$ cat src/rtl/bus_timer.sv
// Memory-mapped prescaled down-counter timer with one-shot/auto-reload modes, sticky DONE and irq pulse.
// Writes take effect at the sampling edge; rdata is registered (1-cycle read latency) and zero when unselected.
module bus_timer #(
  parameter logic [3:0] BASE     = 4'h4,
  parameter int         PRESCALE = 50000
) (
  input  logic        Clock,
  input  logic        Resetn,
  input  logic [15:0] ADDR,
  input  logic [15:0] DOUT,
  input  logic        W,
  output logic [15:0] rdata,
  output logic        irq
);

  localparam logic [15:0] P_MAX = 16'(PRESCALE - 1);

  typedef enum logic {
    S_IDLE,
    S_COUNTING
  } state_t;

  state_t      r_state;
  logic [15:0] r_load;
  logic [15:0] r_count;
  logic [15:0] r_pcnt;
  logic        r_auto;
  logic        r_done;
  logic        r_irq;
  logic [15:0] r_rdata;

  logic        w_sel;
  logic        w_wr_load;
  logic        w_wr_ctrl;
  logic        w_wr_stat;
  logic        w_run;
  logic        w_tick;
  logic [15:0] w_rmux;
  logic        w_unused;

  assign w_sel     = (ADDR[15:12] == BASE);
  assign w_wr_load = W && w_sel && (ADDR[1:0] == 2'd0);
  assign w_wr_ctrl = W && w_sel && (ADDR[1:0] == 2'd2);
  assign w_wr_stat = W && w_sel && (ADDR[1:0] == 2'd3);
  assign w_run     = (r_state == S_COUNTING);
  assign w_tick    = w_run && (r_pcnt == P_MAX);
  assign w_unused  = ^ADDR[11:2];

  always_comb begin
    w_rmux = 16'd0;
    case (ADDR[1:0])
      2'd0:    w_rmux = r_load;
      2'd1:    w_rmux = r_count;
      2'd2:    w_rmux = {14'd0, r_auto, w_run};
      default: w_rmux = {15'd0, r_done};
    endcase
  end

  always_ff @(posedge Clock or negedge Resetn) begin
    if (!Resetn) begin
      r_state <= S_IDLE;
      r_load  <= 16'd0;
      r_count <= 16'd0;
      r_pcnt  <= 16'd0;
      r_auto  <= 1'b0;
      r_done  <= 1'b0;
      r_irq   <= 1'b0;
      r_rdata <= 16'd0;
    end else begin
      r_irq   <= 1'b0;
      r_rdata <= w_sel ? w_rmux : 16'd0;

      if (w_wr_load) r_load <= DOUT;
      // Clear is written before any expiry set below, so a colliding set wins.
      if (w_wr_stat) r_done <= 1'b0;

      if (w_wr_ctrl) begin
        // A CTRL write swallows any tick in the same cycle.
        r_auto <= DOUT[1];
        r_pcnt <= 16'd0;
        if (DOUT[0]) begin
          r_state <= S_COUNTING;
          r_count <= r_load;
        end else begin
          r_state <= S_IDLE;
        end
      end else begin
        case (r_state)
          S_IDLE: begin
            r_pcnt <= 16'd0;
          end
          S_COUNTING: begin
            if (w_tick) begin
              r_pcnt <= 16'd0;
              if (r_count > 16'd1) begin
                r_count <= r_count - 16'd1;
              end else begin
                r_done <= 1'b1;
                r_irq  <= 1'b1;
                if (r_auto) begin
                  r_count <= r_load;
                end else begin
                  r_count <= 16'd0;
                  r_state <= S_IDLE;
                end
              end
            end else begin
              r_pcnt <= r_pcnt + 16'd1;
            end
          end
          default: r_state <= S_IDLE;
        endcase
      end
    end
  end

  assign rdata = r_rdata;
  assign irq   = r_irq;

endmodule

$ cat config.mk
export PLATFORM = sky130hd
export DESIGN_NAME = bus_timer
export DESIGN_NICKNAME = d
export VERILOG_FILES = /design/src/rtl/bus_timer.sv
export SDC_FILE = /design/constraint.sdc
export NUM_CORES = 1
export LEC_CHECK = 0
export BUFFER_PORTS_ARGS = -buffer_cell sky130_fd_sc_hd__buf_2
export CORE_UTILIZATION = 30
export DETAILED_ROUTE_END_ITERATION = 12
export GPL_TIMING_DRIVEN = 0
export SYNTH_ARGS = -nofsm -noshare
export SYNTH_HDL_FRONTEND = slang
export SYNTH_SLANG_ARGS = --single-unit
$ cat constraint.sdc
create_clock -name Clock -period 3.6 [get_ports Clock]
set_input_delay 0.72 -clock Clock [delete_from_list [all_inputs] [get_ports Clock]]
set_output_delay 0.72 -clock Clock [all_outputs]
set_load 0.1 [all_outputs]
==> qor.json <==
{
  "post_drt_via_cell_ratio": {"value": 5.314},
  "grt_pass1_wl": {"value": 13890, "unit": "um"},
  "holdBufCountCts": {"value": 0},
  "synth_edf_count": {"value": 0},
  "finalClockSkew": {"value": 0.005154, "unit": "ns"},
  "final_min_period_over_clock_period": {"value": 72.88, "unit": "%"},
  "synth_top_cell_area_share": {"value": 49.03, "unit": "%"},
  "clock_tree.htree_level_count": {"value": 3},
  "core.rowCount": {"value": 38},
  "firstDrtPassIters": {"value": 5},
  "grt_setup_unrepaired": {"value": "false"},
  "setup_total_negative_slack": {"value": 0, "unit": "ns"},
  "async_flop_share": {"value": 100.0, "unit": "%"},
  "worst_ep_required_time": {"value": 3.81, "unit": "ns"},
  "layout.cells.most_common": {"value": "dfrtp_1"},
  "cts.root.buffer_cell": {"value": "clkbuf_16"},
  "overflow": {"value": 0},
  "start_util": {"value": 31.33, "unit": "%"},
  "dpl_worst_slack": {"value": 0.5995, "unit": "ns"},
  "synth_compound_area_share": {"value": 11.82, "unit": "%"},
  "finish.cell_count_without_fillers": {"value": 525},
  "crit_path_start_kind": {"value": "input port"},
  "postRouteWirelength": {"value": 8317, "unit": "um"},
  "leakage": {"value": 0.001895, "unit": "uW"},
  "chipHeight": {"value": 109.6, "unit": "um"},
  "syn-instance-count": {"value": 328},
  "run_status": {"value": "complete, no violations"},
  "placedCellCount": {"value": 509},
  "cts_resized": {"value": 0},
  "max_cap_viol_count": {"value": 0},
  "worst-endpoint-arrival": {"value": 2.83, "unit": "ns"},
  "synth_adder_area_share": {"value": 1.081, "unit": "%"},
  "crit_slowest_cell": {"value": "nor3b_2"},
  "gp_congestion": {"value": 0.8670},
  "seq_area_frac_synth": {"value": 49.03, "unit": "%"},
  "timing.final.crit_period": {"value": 2.624, "unit": "ns"},
  "cts-buffers-inserted": {"value": 9},
  "tritoncts_clock_tree": {"value": "yes"},
  "slew-limit-headroom": {"value": 42.68, "unit": "%"},
  "synthesis.yosys.warnings": {"value": 0},
  "die_area": {"value": 12000, "unit": "um^2"},
  "wire_length_per_cell": {"value": 15.84, "unit": "um"},
  "synth_area": {"value": 3471, "unit": "um^2"},
  "finalHoldWorstSlack": {"value": 0.4537, "unit": "ns"},
  "seq_area": {"value": 1702, "unit": "um^2"},
  "final_nets": {"value": 418},
  "dp_hpwl": {"value": 5872, "unit": "um"},
  "setup.worst_path.class": {"value": "input port to register"},
  "postLayoutSetupSlackWorst": {"value": 0.9763, "unit": "ns"},
  "tightest_slew": {"value": 0.8598, "unit": "ns"},
  "critical_path.cell_chain": {"value": "buf_2 > nor4b_4 > nand2_1 > nor3b_2 > buf_4 > mux2_2"},
  "synthSimpleGateAreaFrac": {"value": 21.16, "unit": "%"},
  "final.fill_count": {"value": 1113},
  "clock_latency": {"value": 0.32, "unit": "ns"},
  "post-synth-top-area-cell": {"value": "dfrtp_1"},
  "worstHoldPathType": {"value": "register to register"},
  "synth_top_cells_by_area": {"value": "dfrtp_1 49%, mux2_2 4.9%, nor2_1 4.7%"},
  "r2r_setup_slack": {"value": 1.13, "unit": "ns"},
  "tritoncts_num_sinks": {"value": 68},
  "dieWidth": {"value": 109.6, "unit": "um"},
  "synth_flop_cell": {"value": "dfrtp_1"},
  "synthXorXnorAreaFrac": {"value": 3.785, "unit": "%"},
  "syn2layout_area_growth": {"value": 20.48, "unit": "%"},
  "yosys.cell_types.count": {"value": 65},
  "synthesis.area_per_instance": {"value": 10.58, "unit": "um^2"},
  "insertedDiodeCount": {"value": 0},
  "grt_pass1_vias": {"value": 2863},
  "max-vdd-ir-drop": {"value": 0.1900, "unit": "mV"},
  "crit_fanout": {"value": 10},
  "crit_path_max_incr_delay": {"value": 0.70, "unit": "ns"},
  "maximum_number_of_pins_on_one_net_before_global_route_repair": {"value": 69},
  "grt_usage": {"value": 15.16, "unit": "%"},
  "antenna_violations_before_repair": {"value": 0},
  "clock_path_buffers": {"value": 2},
  "drc": {"value": 0},
  "multiInputGateArea": {"value": 1655, "unit": "um^2"},
  "power_density_of_the_placed_cells": {"value": 457.3, "unit": "nW/um^2"},
  "num_io_pins": {"value": 52},
  "drtAntennaViolNets": {"value": 0},
  "final_number_of_max_transition_violations": {"value": 0},
  "max_freq": {"value": 381.1, "unit": "MHz"},
  "number_of_storage_elements_in_the_synthesis_netlist": {"value": 68},
  "most_frequent_cells_in_the_layout": {"value": "68 x dfrtp_1, 44 x buf_2, 43 x nor2_1"},
  "worstSetupEndpointType": {"value": "register"},
  "post-cts-setup-buffers": {"value": 0},
  "share_of_final_layout_standard_cells_stronger_than_drive_strength_1": {"value": 24.94, "unit": "%"},
  "vias_after_detailed_routing": {"value": 2790},
  "hold_viol": {"value": 0},
  "detail_route.iter0.violations": {"value": 104},
  "multiplexer_share_of_the_synthesized_area": {"value": 9.841, "unit": "%"},
  "dominant_combinational_cell_family_by_area_after_synthesis": {"value": "simple AND/OR/NAND/NOR gates"},
  "core_area": {"value": 11080, "unit": "um^2"},
  "finalSetupViolations": {"value": 0},
  "postSynthNetCount": {"value": 366},
  "port_buffers": {"value": 41},
  "clk_pin_slew_worst_paths": {"value": 0.06, "unit": "ns"}
}
==> cell families after synthesis <==
| logic type | count (synthesis) |
|---|---|
| DFF | 68 |
| muxes | 31 |
| xor gates and xnor gates | 15 |
| buffers and inverters | 26 |
| AOI/OAI and AO/OA | 58 |
| and+or+nand+nor | 127 |
| adders and majority gates | 3 |
==> cell usage after synthesis, types with 2 or more instances <==
cell	count
dfrtp_1	68
nor2_1	43
nand2_1	19
mux2_2	15
mux2i_1	15
inv_1	11
o21ai_0	10
a21oi_1	9
clkbuf_1	9
nand3_1	9
nor3_1	8
xnor2_1	8
nand4_1	7
xor2_1	7
and3_1	6
a32oi_1	5
a22oi_1	4
a31oi_1	4
buf_2	4
nor4_1	4
a221o_1	3
ha_1	3
o22ai_1	3
a211o_1	2
a21o_1	2
a2bb2oi_1	2
a31o_1	2
and3_2	2
and4_1	2
nand3b_1	2
nor2b_1	2
nor4_4	2
o21bai_1	2
o2bb2ai_1	2
or4_1	2
==> registers in the layout (all words and copies together), names as in the netlist <==
name and count:
r_auto 1, rdata 16, r_count 16, r_load 16, r_done 1, r_state 1
r_pcnt 16, irq 1
==> final cells by class <==
type	count	area share, %
repair buffers	41	4.967
multi-input cells	234	39.59
inverters	11	0.9874
clock inverters	5	2.035
clock buffers	11	5.805
plain buffers	15	1.735
flip-flops and latches	68	40.69
well taps	140	4.189
==> critical path: cells and delay by family <==
family	cells	cell delay (ns)
and+or+nand+nor	3	1.29
buffers and inverters	2	0.46
muxes	1	0.35
==> routing by layer <==
| layer | track usage, % | wire length (um) | up-vias |
|---|---|---|---|
| li1 | - | - | 1303 |
| met1 | 18.92 | 3666 | 1382 |
| met2 | 24.48 | 3954 | 92 |
| met3 | 4.505 | 506 | 13 |
| met4 | 6.190 | 189 | 0 |
| met5 | 0 | 0 | - |
==> report_power, final <==
group	switching (uW)	total, uW	internal [uW]	leakage [uW]
clock network	323	951	627	0.000156
logic	76.3	131	55.1	0.000846
registers	31.1	830	799	0.000893
total	431	1910	1480	0.00190
==> final timing paths <==
kind | cells past startpoint | start | endpoint
min reg2reg | 1 | r_pcnt[0] | r_pcnt[0]
max | 6 | ADDR[13] | r_load[15]
min in group asynchronous | 1 | Resetn | r_pcnt[4]
max in group asynchronous | 1 | Resetn | r_count[15]
max reg2reg | 8 | r_count[0] | r_count[13]
min | 1 | r_pcnt[0] | r_pcnt[0]
==> stage by stage <==
stage	instance area, um^2	power, uW	utilization [%]
finish	4182	1912	37.75
detailed placement	3854	977.8	34.79
global route	4182	1985	37.75
floorplan	3471	916.8	-
CTS	4182	1938	37.75
global placement	3851	972.2	34.76
(Power assumes the default switching activity.)
